`config.mk`:
```
export PLATFORM = sky130hd
export DESIGN_NAME = block_chain_framer
export DESIGN_NICKNAME = d
export VERILOG_FILES = /design/src/rtl/block_chain_pkg.sv /design/src/rtl/chain_fifo.sv /design/src/rtl/block_chain_framer.sv
export SDC_FILE = /design/constraint.sdc
export NUM_CORES = 1
export LEC_CHECK = 0
export ABC_CLOCK_PERIOD_IN_PS = 3750
export CAP_MARGIN = 20
export CELL_PAD_IN_SITES_DETAIL_PLACEMENT = 0
export CELL_PAD_IN_SITES_GLOBAL_PLACEMENT = 1
export CORE_MARGIN = 3
export CORE_UTILIZATION = 30
export DETAILED_ROUTE_END_ITERATION = 7
export PLACE_DENSITY_LB_ADDON = 0.1
export SYNTH_ARGS = -nofsm -noshare
export SYNTH_HDL_FRONTEND = slang
export SYNTH_SLANG_ARGS = --single-unit
```
`constraint.sdc`:
```
create_clock -name clk_3p2M -period 3.75 [get_ports clk_3p2M]
set_clock_uncertainty 0.1 [all_clocks]
set_input_delay 0.375 -clock clk_3p2M [delete_from_list [all_inputs] [get_ports clk_3p2M]]
set_output_delay 0.375 -clock clk_3p2M [all_outputs]
set_load 0.005 [all_outputs]
```
`src/rtl/block_chain_pkg.sv`:
```
// rtl/block_chain_pkg.sv - shared types, header layout and mask helpers for block_chain_framer
package block_chain_pkg;

  typedef enum logic [1:0] {
    IDLE = 2'd0,
    HDR  = 2'd1,
    SEND = 2'd2
  } state_t;

  localparam int MAX_CH   = 8;
  localparam int HDR_ID_W = 4;

  // Chain word: sample plus a valid flag in the MSB.
  function automatic int word_w(input int bits_adc);
    return bits_adc + 1;
  endfunction

  // Header: {valid, id, zero pad, mask}; id sits directly under the valid bit.
  function automatic int hdr_id_lsb(input int bits_adc);
    return bits_adc - HDR_ID_W;
  endfunction

  function automatic int hdr_mask_lsb();
    return 0;
  endfunction

  function automatic logic [3:0] popcount(input logic [MAX_CH-1:0] m);
    logic [3:0] n;
    n = '0;
    for (int i = 0; i < MAX_CH; i++) begin
      n = n + {3'b000, m[i]};
    end
    return n;
  endfunction

  function automatic logic [2:0] lowest_set(input logic [MAX_CH-1:0] m);
    logic [2:0] idx;
    idx = '0;
    for (int i = MAX_CH - 1; i >= 0; i--) begin
      if (m[i]) idx = 3'(i);
    end
    return idx;
  endfunction

endpackage

```
`src/rtl/chain_fifo.sv`:
```
// rtl/chain_fifo.sv - synchronous FIFO for upstream chain words
// A push into a full FIFO is accepted when a pop happens in the same cycle.
module chain_fifo #(
  parameter int WIDTH = 13,
  parameter int DEPTH = 8
) (
  input  logic                     clk,
  input  logic                     rst,
  input  logic                     push,
  input  logic [WIDTH-1:0]         wdata,
  input  logic                     pop,
  output logic [WIDTH-1:0]         rdata,
  output logic                     full,
  output logic                     empty,
  output logic [$clog2(DEPTH):0]   level
);

  localparam int AW = $clog2(DEPTH);

  if (DEPTH < 2 || (DEPTH & (DEPTH - 1)) != 0) begin : g_bad_depth
    $error("chain_fifo: DEPTH must be a power of two >= 2");
  end

  logic [WIDTH-1:0] mem [DEPTH];
  logic [AW-1:0]    wr_ptr;
  logic [AW-1:0]    rd_ptr;
  logic [AW:0]      count;
  logic             do_push;
  logic             do_pop;

  assign full    = (count == (AW + 1)'(DEPTH));
  assign empty   = (count == '0);
  assign do_pop  = pop && !empty;
  assign do_push = push && (!full || do_pop);
  assign rdata   = mem[rd_ptr];
  assign level   = count;

  always_ff @(posedge clk) begin
    if (do_push) mem[wr_ptr] <= wdata;
  end

  always_ff @(posedge clk) begin
    if (rst) begin
      wr_ptr <= '0;
      rd_ptr <= '0;
      count  <= '0;
    end else begin
      if (do_push) wr_ptr <= wr_ptr + AW'(1);
      if (do_pop)  rd_ptr <= rd_ptr + AW'(1);
      case ({do_push, do_pop})
        2'b10:   count <= count + (AW + 1)'(1);
        2'b01:   count <= count - (AW + 1)'(1);
        default: count <= count;
      endcase
    end
  end

endmodule

```
`src/rtl/block_chain_framer.sv`:
```
// rtl/block_chain_framer.sv - captures NUM_CH ADC samples per data-ready edge and merges them onto the daisy chain
// Optional header word before each burst when BLOCK_CHAIN_HDR_EN is defined.
module block_chain_framer
  import block_chain_pkg::*;
#(
  parameter int NUM_CH     = 4,
  parameter int BITS_ADC   = 12,
  parameter int FIFO_DEPTH = 8,
  parameter int BLOCK_ID   = 0
) (
  input  logic                         clk_3p2M,
  input  logic                         rst,
  input  logic                         adc_ready,
  input  logic [NUM_CH*BITS_ADC-1:0]   data_from_adc,
  input  logic [NUM_CH-1:0]            ch_en,
  input  logic [BITS_ADC:0]            data_from_pre,
  output logic [BITS_ADC:0]            data_to_post,
  output logic                         busy,
  output logic [$clog2(FIFO_DEPTH):0]  fifo_level,
  output logic                         ovf_fifo,
  output logic                         ovf_samp,
  input  logic                         clr_ovf
);

  localparam int W = word_w(BITS_ADC);

  if (NUM_CH < 1 || NUM_CH > MAX_CH) begin : g_bad_ch
    $error("block_chain_framer: NUM_CH must be 1..8");
  end
  if (BLOCK_ID < 0 || BLOCK_ID > 15) begin : g_bad_id
    $error("block_chain_framer: BLOCK_ID must fit in 4 bits");
  end
`ifdef BLOCK_CHAIN_HDR_EN
  if (HDR_ID_W + NUM_CH > BITS_ADC) begin : g_bad_hdr
    $error("block_chain_framer: header needs 4+NUM_CH <= BITS_ADC");
  end
`endif

  function automatic logic [BITS_ADC-1:0] pick(input logic [NUM_CH*BITS_ADC-1:0] v,
                                               input logic [2:0] idx);
    logic [BITS_ADC-1:0] s;
    s = '0;
    for (int c = 0; c < NUM_CH; c++) begin
      if (idx == 3'(c)) s = v[c*BITS_ADC +: BITS_ADC];
    end
    return s;
  endfunction

  state_t                     state, state_n;
  logic                       adc_prev;
  logic                       capture;
  logic [NUM_CH*BITS_ADC-1:0] samp_q;
  logic [NUM_CH-1:0]          pend, pend_n;
  logic [3:0]                 left, left_n;
  logic [MAX_CH-1:0]          en_ext, pend_ext;
  logic [W-1:0]               dout_n;
  logic                       local_word;
  logic                       fifo_pop;
  logic                       fifo_full;
  logic                       fifo_empty;
  logic [W-1:0]               fifo_rdata;
  logic                       fifo_push;

  assign capture   = adc_ready && !adc_prev;
  assign busy      = (state != IDLE);
  assign fifo_push = data_from_pre[W-1];

`ifdef BLOCK_CHAIN_HDR_EN
  logic [W-1:0] hdr_word;
  always_comb begin
    hdr_word = '0;
    hdr_word[W-1] = 1'b1;
    hdr_word[hdr_id_lsb(BITS_ADC) +: HDR_ID_W] = 4'(BLOCK_ID);
    hdr_word[hdr_mask_lsb() +: NUM_CH] = ch_en;
  end
`endif

  // pend holds channels still to send; left counts the words after the current one.
  always_comb begin
    state_n    = state;
    pend_n     = pend;
    left_n     = left;
    dout_n     = '0;
    fifo_pop   = 1'b0;
    local_word = 1'b0;
    en_ext     = '0;
    en_ext[NUM_CH-1:0] = ch_en;
    pend_ext   = '0;
    pend_ext[NUM_CH-1:0] = pend;
    if (state == IDLE) begin
      if (capture && (ch_en != '0)) begin
        local_word = 1'b1;
`ifdef BLOCK_CHAIN_HDR_EN
        state_n = HDR;
        dout_n  = hdr_word;
        pend_n  = ch_en;
        left_n  = popcount(en_ext);
`else
        state_n = SEND;
        dout_n  = {1'b1, pick(data_from_adc, lowest_set(en_ext))};
        pend_n  = ch_en & (ch_en - NUM_CH'(1));
        left_n  = popcount(en_ext) - 4'd1;
`endif
      end
    end else if (left != '0) begin
      local_word = 1'b1;
      state_n    = SEND;
      dout_n     = {1'b1, pick(samp_q, lowest_set(pend_ext))};
      pend_n     = pend & (pend - NUM_CH'(1));
      left_n     = left - 4'd1;
    end else begin
      state_n = IDLE;
    end
    // Upstream traffic fills every cycle not claimed by a local word.
    if (!local_word && !fifo_empty) begin
      fifo_pop = 1'b1;
      dout_n   = fifo_rdata;
    end
  end

  always_ff @(posedge clk_3p2M) begin
    if (rst) begin
      state        <= IDLE;
      adc_prev     <= 1'b1;
      samp_q       <= '0;
      pend         <= '0;
      left         <= '0;
      data_to_post <= '0;
      ovf_samp     <= 1'b0;
      ovf_fifo     <= 1'b0;
    end else begin
      state        <= state_n;
      adc_prev     <= adc_ready;
      pend         <= pend_n;
      left         <= left_n;
      data_to_post <= dout_n;
      if (capture && state == IDLE) samp_q <= data_from_adc;
      if (capture && busy)          ovf_samp <= 1'b1;
      else if (clr_ovf)             ovf_samp <= 1'b0;
      if (fifo_push && fifo_full && !fifo_pop) ovf_fifo <= 1'b1;
      else if (clr_ovf)                        ovf_fifo <= 1'b0;
    end
  end

  chain_fifo #(
    .WIDTH (W),
    .DEPTH (FIFO_DEPTH)
  ) u_fifo (
    .clk   (clk_3p2M),
    .rst   (rst),
    .push  (fifo_push),
    .wdata (data_from_pre),
    .pop   (fifo_pop),
    .rdata (fifo_rdata),
    .full  (fifo_full),
    .empty (fifo_empty),
    .level (fifo_level)
  );

endmodule

```
==> impl_metrics.toml, run 1 <==
[clocking]
cts-buffers-inserted = 17
cts_buffer_depth = 2
cts.sinks = 189
cts_tree = "built"
htree_levels = 4
cts_setup_buffers = 0
post_cts_resized = 0
clkLatencyLatePin_ps = 440
hold_buffers = 0
root_buffer = "clkbuf_16"
clk_pin_slew_ps = 80

[timing]
max-slew-margin-rel_pct = 37.0
finalSetupViolCount = 0
tightest_slew_ps = 944
fmax_ghz = 0.335
fin_crit_sh_pct = 79.5
fin_tns_setup_ps = 0
slew_viol_final = 0
hold_violations = 0
period_needed_ps = 2980
rsz0062_at_grt = "false"

[finish]
drive_gt1_share_pct = 13.3
antenna_cells = 0
fin_cells = 1141
final_cell_mix = "111 x nand2_1, 104 x edfxtp_1, 87 x clkdlybuf4s50_1, 85 x dfxtp_1, 66 x a21oi_1"
nNetsFinal = 866
final_common_cell = "nand2_1"
synthToLayoutAreaGrowth_pct = 22.1

[place]
dp_cells = 1109
dp_hpwl_um = 14400
portBuffers = 88
gp_congestion = 0.754

[setup_path]
critPathKind = "flop to flop"
cp_data_arrival_time_ps = 3240
path_max_fanout = 6
critPathCaptureType = "flop"
required_ps = 4010
cp-start-kind = "flop"

[global_routing]
overflow = 0
grt_use_total_pct = 15.1
antenna_found_initial = 0
grt_max_degree = 56
grt_pass1_vias = 5769
grt_pass1_wl_um = 33800

[run]
drv_cap = 0

[power]
powerDensity_nw_per_um2 = 533
ir_drop_v = 0.000228
p_leak_nw = 3.34

[floorplan]
fp.dieH_um = 172
die_area_um2 = 29500
rows = 60
core_area_um2 = 27000
num_io_pins = 89
initial_core_util_pct = 30.5
chipWidth_um = 172

[synthesis]
synth_warnings = 0
netlist_area_um2 = 8250
yosysTopAreaCell = "edfxtp_1"
yosysSeqAreaShare_pct = 58.5
synthDistinctLibCells = 57
synth-seq-cells = 189
syn_inst = 712
synthArstFlopShare_pct = 0
synth_top_area_share_pct = 37.9
synth_nets = 791
avgSynthCellArea_um2 = 11.6
synth_edf_count = 104
netlist_top_cells_area = "edfxtp_1 38%, dfxtp_1 21%, mux4_2 7.1%"
ys.flop_type = "edfxtp_1"

[routing]
drcViolationCount = 0
ant_nets = 0
vias = 5649
drtPass1Iterations = 5
drt_wl_total_um = 21900
routed_via_density = 4.95
drt_iter0_markers = 370
wl_per_cell_um = 19.2

[run_status]
status = "finished, final reports clean"

[hold_path]
hp-class = "flop to flop"
## critical path, cell delays in order (launching register included)
cell	delay [ps]
dfxtp_1	330
inv_1	110
ha_1	190
nor3b_2	430
o22ai_4	130
a21boi_2	220
inv_2	100
ha_1	260
xor2_1	170
ha_1	190
a21oi_1	150
xor2_1	90
or3_1	310
a21oi_1	140
## routing by layer
metal	vias up	GRT usage, %	part of all wire (%)
met3	14	2.78	3.7
met2	112	24.2	47
met1	2767	21.4	49
met5	-	0	0
li1	2756	-	-
met4	0	3.64	0.71
## through the flow
step / util, % / area [µm²] / hold WS [ps] / worst slack, ps / power (mW)
4_1_cts: 37.3 / 10100 / 350 / 739 / 5.46
3_5_place_dp: 35.0 / 9470 / 346 / 437 / 3.61
2_1_floorplan: - / 8250 / 331 / 794 / 3.15
6_report: 37.3 / 10100 / 355 / 769 / 5.37
5_1_grt: 37.3 / 10100 / 371 / 483 / 5.64
3_3_place_gp: 35.0 / 9470 / 338 / 477 / 3.60
## path summary, 6_finish.rpt
kind / depth (start not counted) / slack, ps / end / start
worst min-delay path: 2 / 360 / samp_q[12] / samp_q[12]
worst max register to register: 13 / 770 / u_fifo.level[2] / left[0]
worst min register to register: 2 / 360 / samp_q[12] / samp_q[12]
worst max-delay path: 13 / 770 / u_fifo.level[2] / left[0]
## cell families (layout without fill, tap and decap cells)
logic type      count (synthesis)  in the layout  share of synthesized area, %
fa+ha+maj                      10             10                          1.61
simple gates                  228            228                          12.6
buf+inv                        69            157                          3.72
mux                            51             51                          10.3
flops                         189            189                          58.5
xor+xnor                        4              4                         0.425
compound gates                161            161                          12.9
## synth_stat cells (2+ instances only)
cell type,number
a211o_1,9
a211oi_1,12
a21oi_1,66
a221o_1,3
a22oi_1,7
a311oi_1,2
a32oi_1,3
and2_1,3
buf_1,4
buf_2,17
buf_4,3
buf_6,2
clkbuf_1,29
dfxtp_1,85
edfxtp_1,104
ha_1,9
inv_1,13
mux2_2,10
mux2i_1,15
mux4_2,26
nand2_1,111
nand2b_1,13
nand3_1,3
nor2_1,53
nor2b_1,6
nor3_1,20
nor4bb_1,2
o211ai_1,10
o21ai_0,24
o311ai_0,2
o31ai_1,12
or2_2,2
or3_1,4
or3b_2,2
xor2_1,4
## power by group
group / switching, mW / internal [mW]
sequential: 0.103 / 2.32
combinational: 0.552 / 0.566
clock: 0.917 / 0.910
## registers in the layout (all words and copies together), names as in the netlist, named ones only
signal / flops
adc_prev: 1
data_to_post: 13
left: 4
ovf_fifo: 1
ovf_samp: 1
pend: 3
samp_q: 48
state: 1
u_fifo.level: 4
u_fifo.mem: 104
u_fifo.rd_ptr: 3
u_fifo.wr_ptr: 3
## area by class of cell
type,instances,area (µm²)
fill,2643,17000
sequential,189,4820
multi-input combinational,454,3120
timing repair buffer,111,1050
tap,341,427
clock buffer,17,425
clock inverter,15,179
inverter,14,52.6
Note: power is estimated with default switching activity, not from simulation.
==> run 2, diff against run 1 <==
--- a/config.mk
+++ b/config.mk
@@ -5,7 +5,7 @@
 export SDC_FILE = /design/constraint.sdc
 export NUM_CORES = 1
 export LEC_CHECK = 0
-export ABC_CLOCK_PERIOD_IN_PS = 3750
+export ABC_CLOCK_PERIOD_IN_PS = 2800
 export CAP_MARGIN = 20
 export CELL_PAD_IN_SITES_DETAIL_PLACEMENT = 0
 export CELL_PAD_IN_SITES_GLOBAL_PLACEMENT = 1
==> constraint.sdc (replaced) <==
create_clock -name clk_3p2M -period 2.8 [get_ports clk_3p2M]
set_clock_uncertainty 0.1 [all_clocks]
set_input_delay 0.28 -clock clk_3p2M [delete_from_list [all_inputs] [get_ports clk_3p2M]]
set_output_delay 0.28 -clock clk_3p2M [all_outputs]
set_load 0.005 [all_outputs]
==> run 2 against run 1 <==
Net effect: die area unchanged; clock-buffer cell count is the same; via count grew 3.8%; largest power group unchanged; global-route usage is 0.24 points higher; hold slack worse by 190 ps.
==> impl_metrics.toml, run 2 (same netlist as run 1, synthesis figures left out) <==
[finish]
drive_gt1_share_pct = 16.4
fin_util_pct = 38.3
nNetsFinal = 889
antenna_cells = 0
fin_cells = 1164
largest_reg_flops = 104
synthToLayoutAreaGrowth_pct = 25.5
final_common_cell = "nand2_1"
reg_top3 = "u_fifo.mem (104), samp_q (48), data_to_post (13)"
largest_register = "u_fifo.mem"
final_cell_mix = "111 x nand2_1, 104 x edfxtp_1, 87 x clkdlybuf4s50_1, 85 x dfxtp_1, 65 x a21oi_1"

[routing]
drt_wl_total_um = 22300
wl_per_cell_um = 19.1
drtPass1Iterations = 5
ant_nets = 0
drcViolationCount = 0
drt_iter0_markers = 454
vias = 5864
routed_via_density = 5.04

[setup_path]
critPathKind = "input pin to flop"
cp_data_arrival_time_ps = 2890
worstPathCellList = "clkdlybuf4s50_1 > or3b_2 > o221ai_4 > inv_1 > ha_1 > xor2_1 > ha_2 > a21oi_2 > xor2_1 > or3_1 > a21oi_1"
rr_worst_depth = 13
path_max_fanout = 4
cpPeakStageDelay_ps = 550
path_common_cell = "xor2_1"
cp-start-kind = "input pin"
slowest_stage = "or3b_2"
required_ps = 3070
critPathCaptureType = "flop"

[floorplan]
rows = 60
num_io_pins = 89
fp.dieH_um = 172
chipWidth_um = 172
core_area_um2 = 27000
initial_core_util_pct = 30.5
die_area_um2 = 29500

[hold_path]
hp-class = "input pin to flop"
whs_path_depth = 2

[timing]
finalSetupViolCount = 0
hold_violations = 0
rsz0062_at_grt = "false"
fin_crit_sh_pct = 93.6
tightest_slew_ps = 855
max-slew-margin-rel_pct = 42.9
period_needed_ps = 2620
fmax_ghz = 0.382
slew_viol_final = 0

[clocking]
htree_levels = 4
cts_buffer_depth = 2
cts_setup_buffers = 0
cts_tree = "built"
root_buffer = "clkbuf_16"
clk_pin_slew_ps = 80
post_cts_resized = 0
cts-buffers-inserted = 17
clkLatencyLatePin_ps = 450
cts.sinks = 189
hold_buffers = 0

[power]
p_leak_nw = 3.48
ir_drop_v = 0.000367
powerDensity_nw_per_um2 = 709

[global_routing]
grt_max_degree = 73
grt_pass1_wl_um = 34500
grt_pass1_vias = 5972
grt_use_total_pct = 15.3
antenna_found_initial = 0
overflow = 0

[place]
dp_hpwl_um = 15000
portBuffers = 88
dp_cells = 1132
gp_congestion = 0.827

[run_status]
status = "finished, final reports clean"

[run]
drv_cap = 0
run 2: final timing paths:
kind | to | slack, ps | start
max | u_fifo.level[2] | 180 | adc_ready
min | pend[1] | 160 | rst
max reg2reg | u_fifo.level[2] | 200 | left[1]
min reg2reg | samp_q[19] | 350 | samp_q[19]
run 2: layer usage:
layer	vias to the layer above	part of all wire [%]	global-route usage (%)
li1	2804	-	-
met1	2910	48	20.9
met2	139	47	25.3
met3	11	4.3	2.78
met4	0	0.86	4.20
met5	-	0	0
run 2: where the power goes:
part / total (mW) / switching, mW / internal (mW)
clock: 2.46 / 1.25 / 1.22
sequential: 3.22 / 0.114 / 3.11
combinational: 1.66 / 0.794 / 0.863
total: 7.34 / 2.15 / 5.19
run 2: area by class of cell:
| cell class | instances | area (µm²) |
|---|---|---|
| repair buffers | 134 | 1300 |
| clock buffers | 17 | 425 |
| flip-flops and latches | 189 | 4820 |
| multi-input cells | 454 | 3150 |
| clock inverters | 15 | 180 |
| inverters | 14 | 52.6 |
| fillers | 2633 | 16700 |
| well taps | 341 | 427 |
run 2: metrics by stage:
step           worst slack (ps)  setup TNS (ps)  cell area [µm²]  total power, mW  hold slack, ps
2_1_floorplan             -61.2           -2380             8260             4.21             279
3_3_place_gp               -198           -2100             9720             4.94             340
3_5_place_dp               -265           -4750             9720             4.96             347
4_1_cts                    94.2               0            10300             7.45             138
5_1_grt                    11.7               0            10400             7.71             175
6_report                    179               0            10400             7.34             163
run 2: worst max-delay path: cells and delay by family:
kind                       cells  cell delay (ps)
buffers and inverters          2              610
AOI/OAI and AO/OA              3              380
adders and majority gates      2              440
and+or+nand+nor                2              870
xor gates and xnor gates       2              330
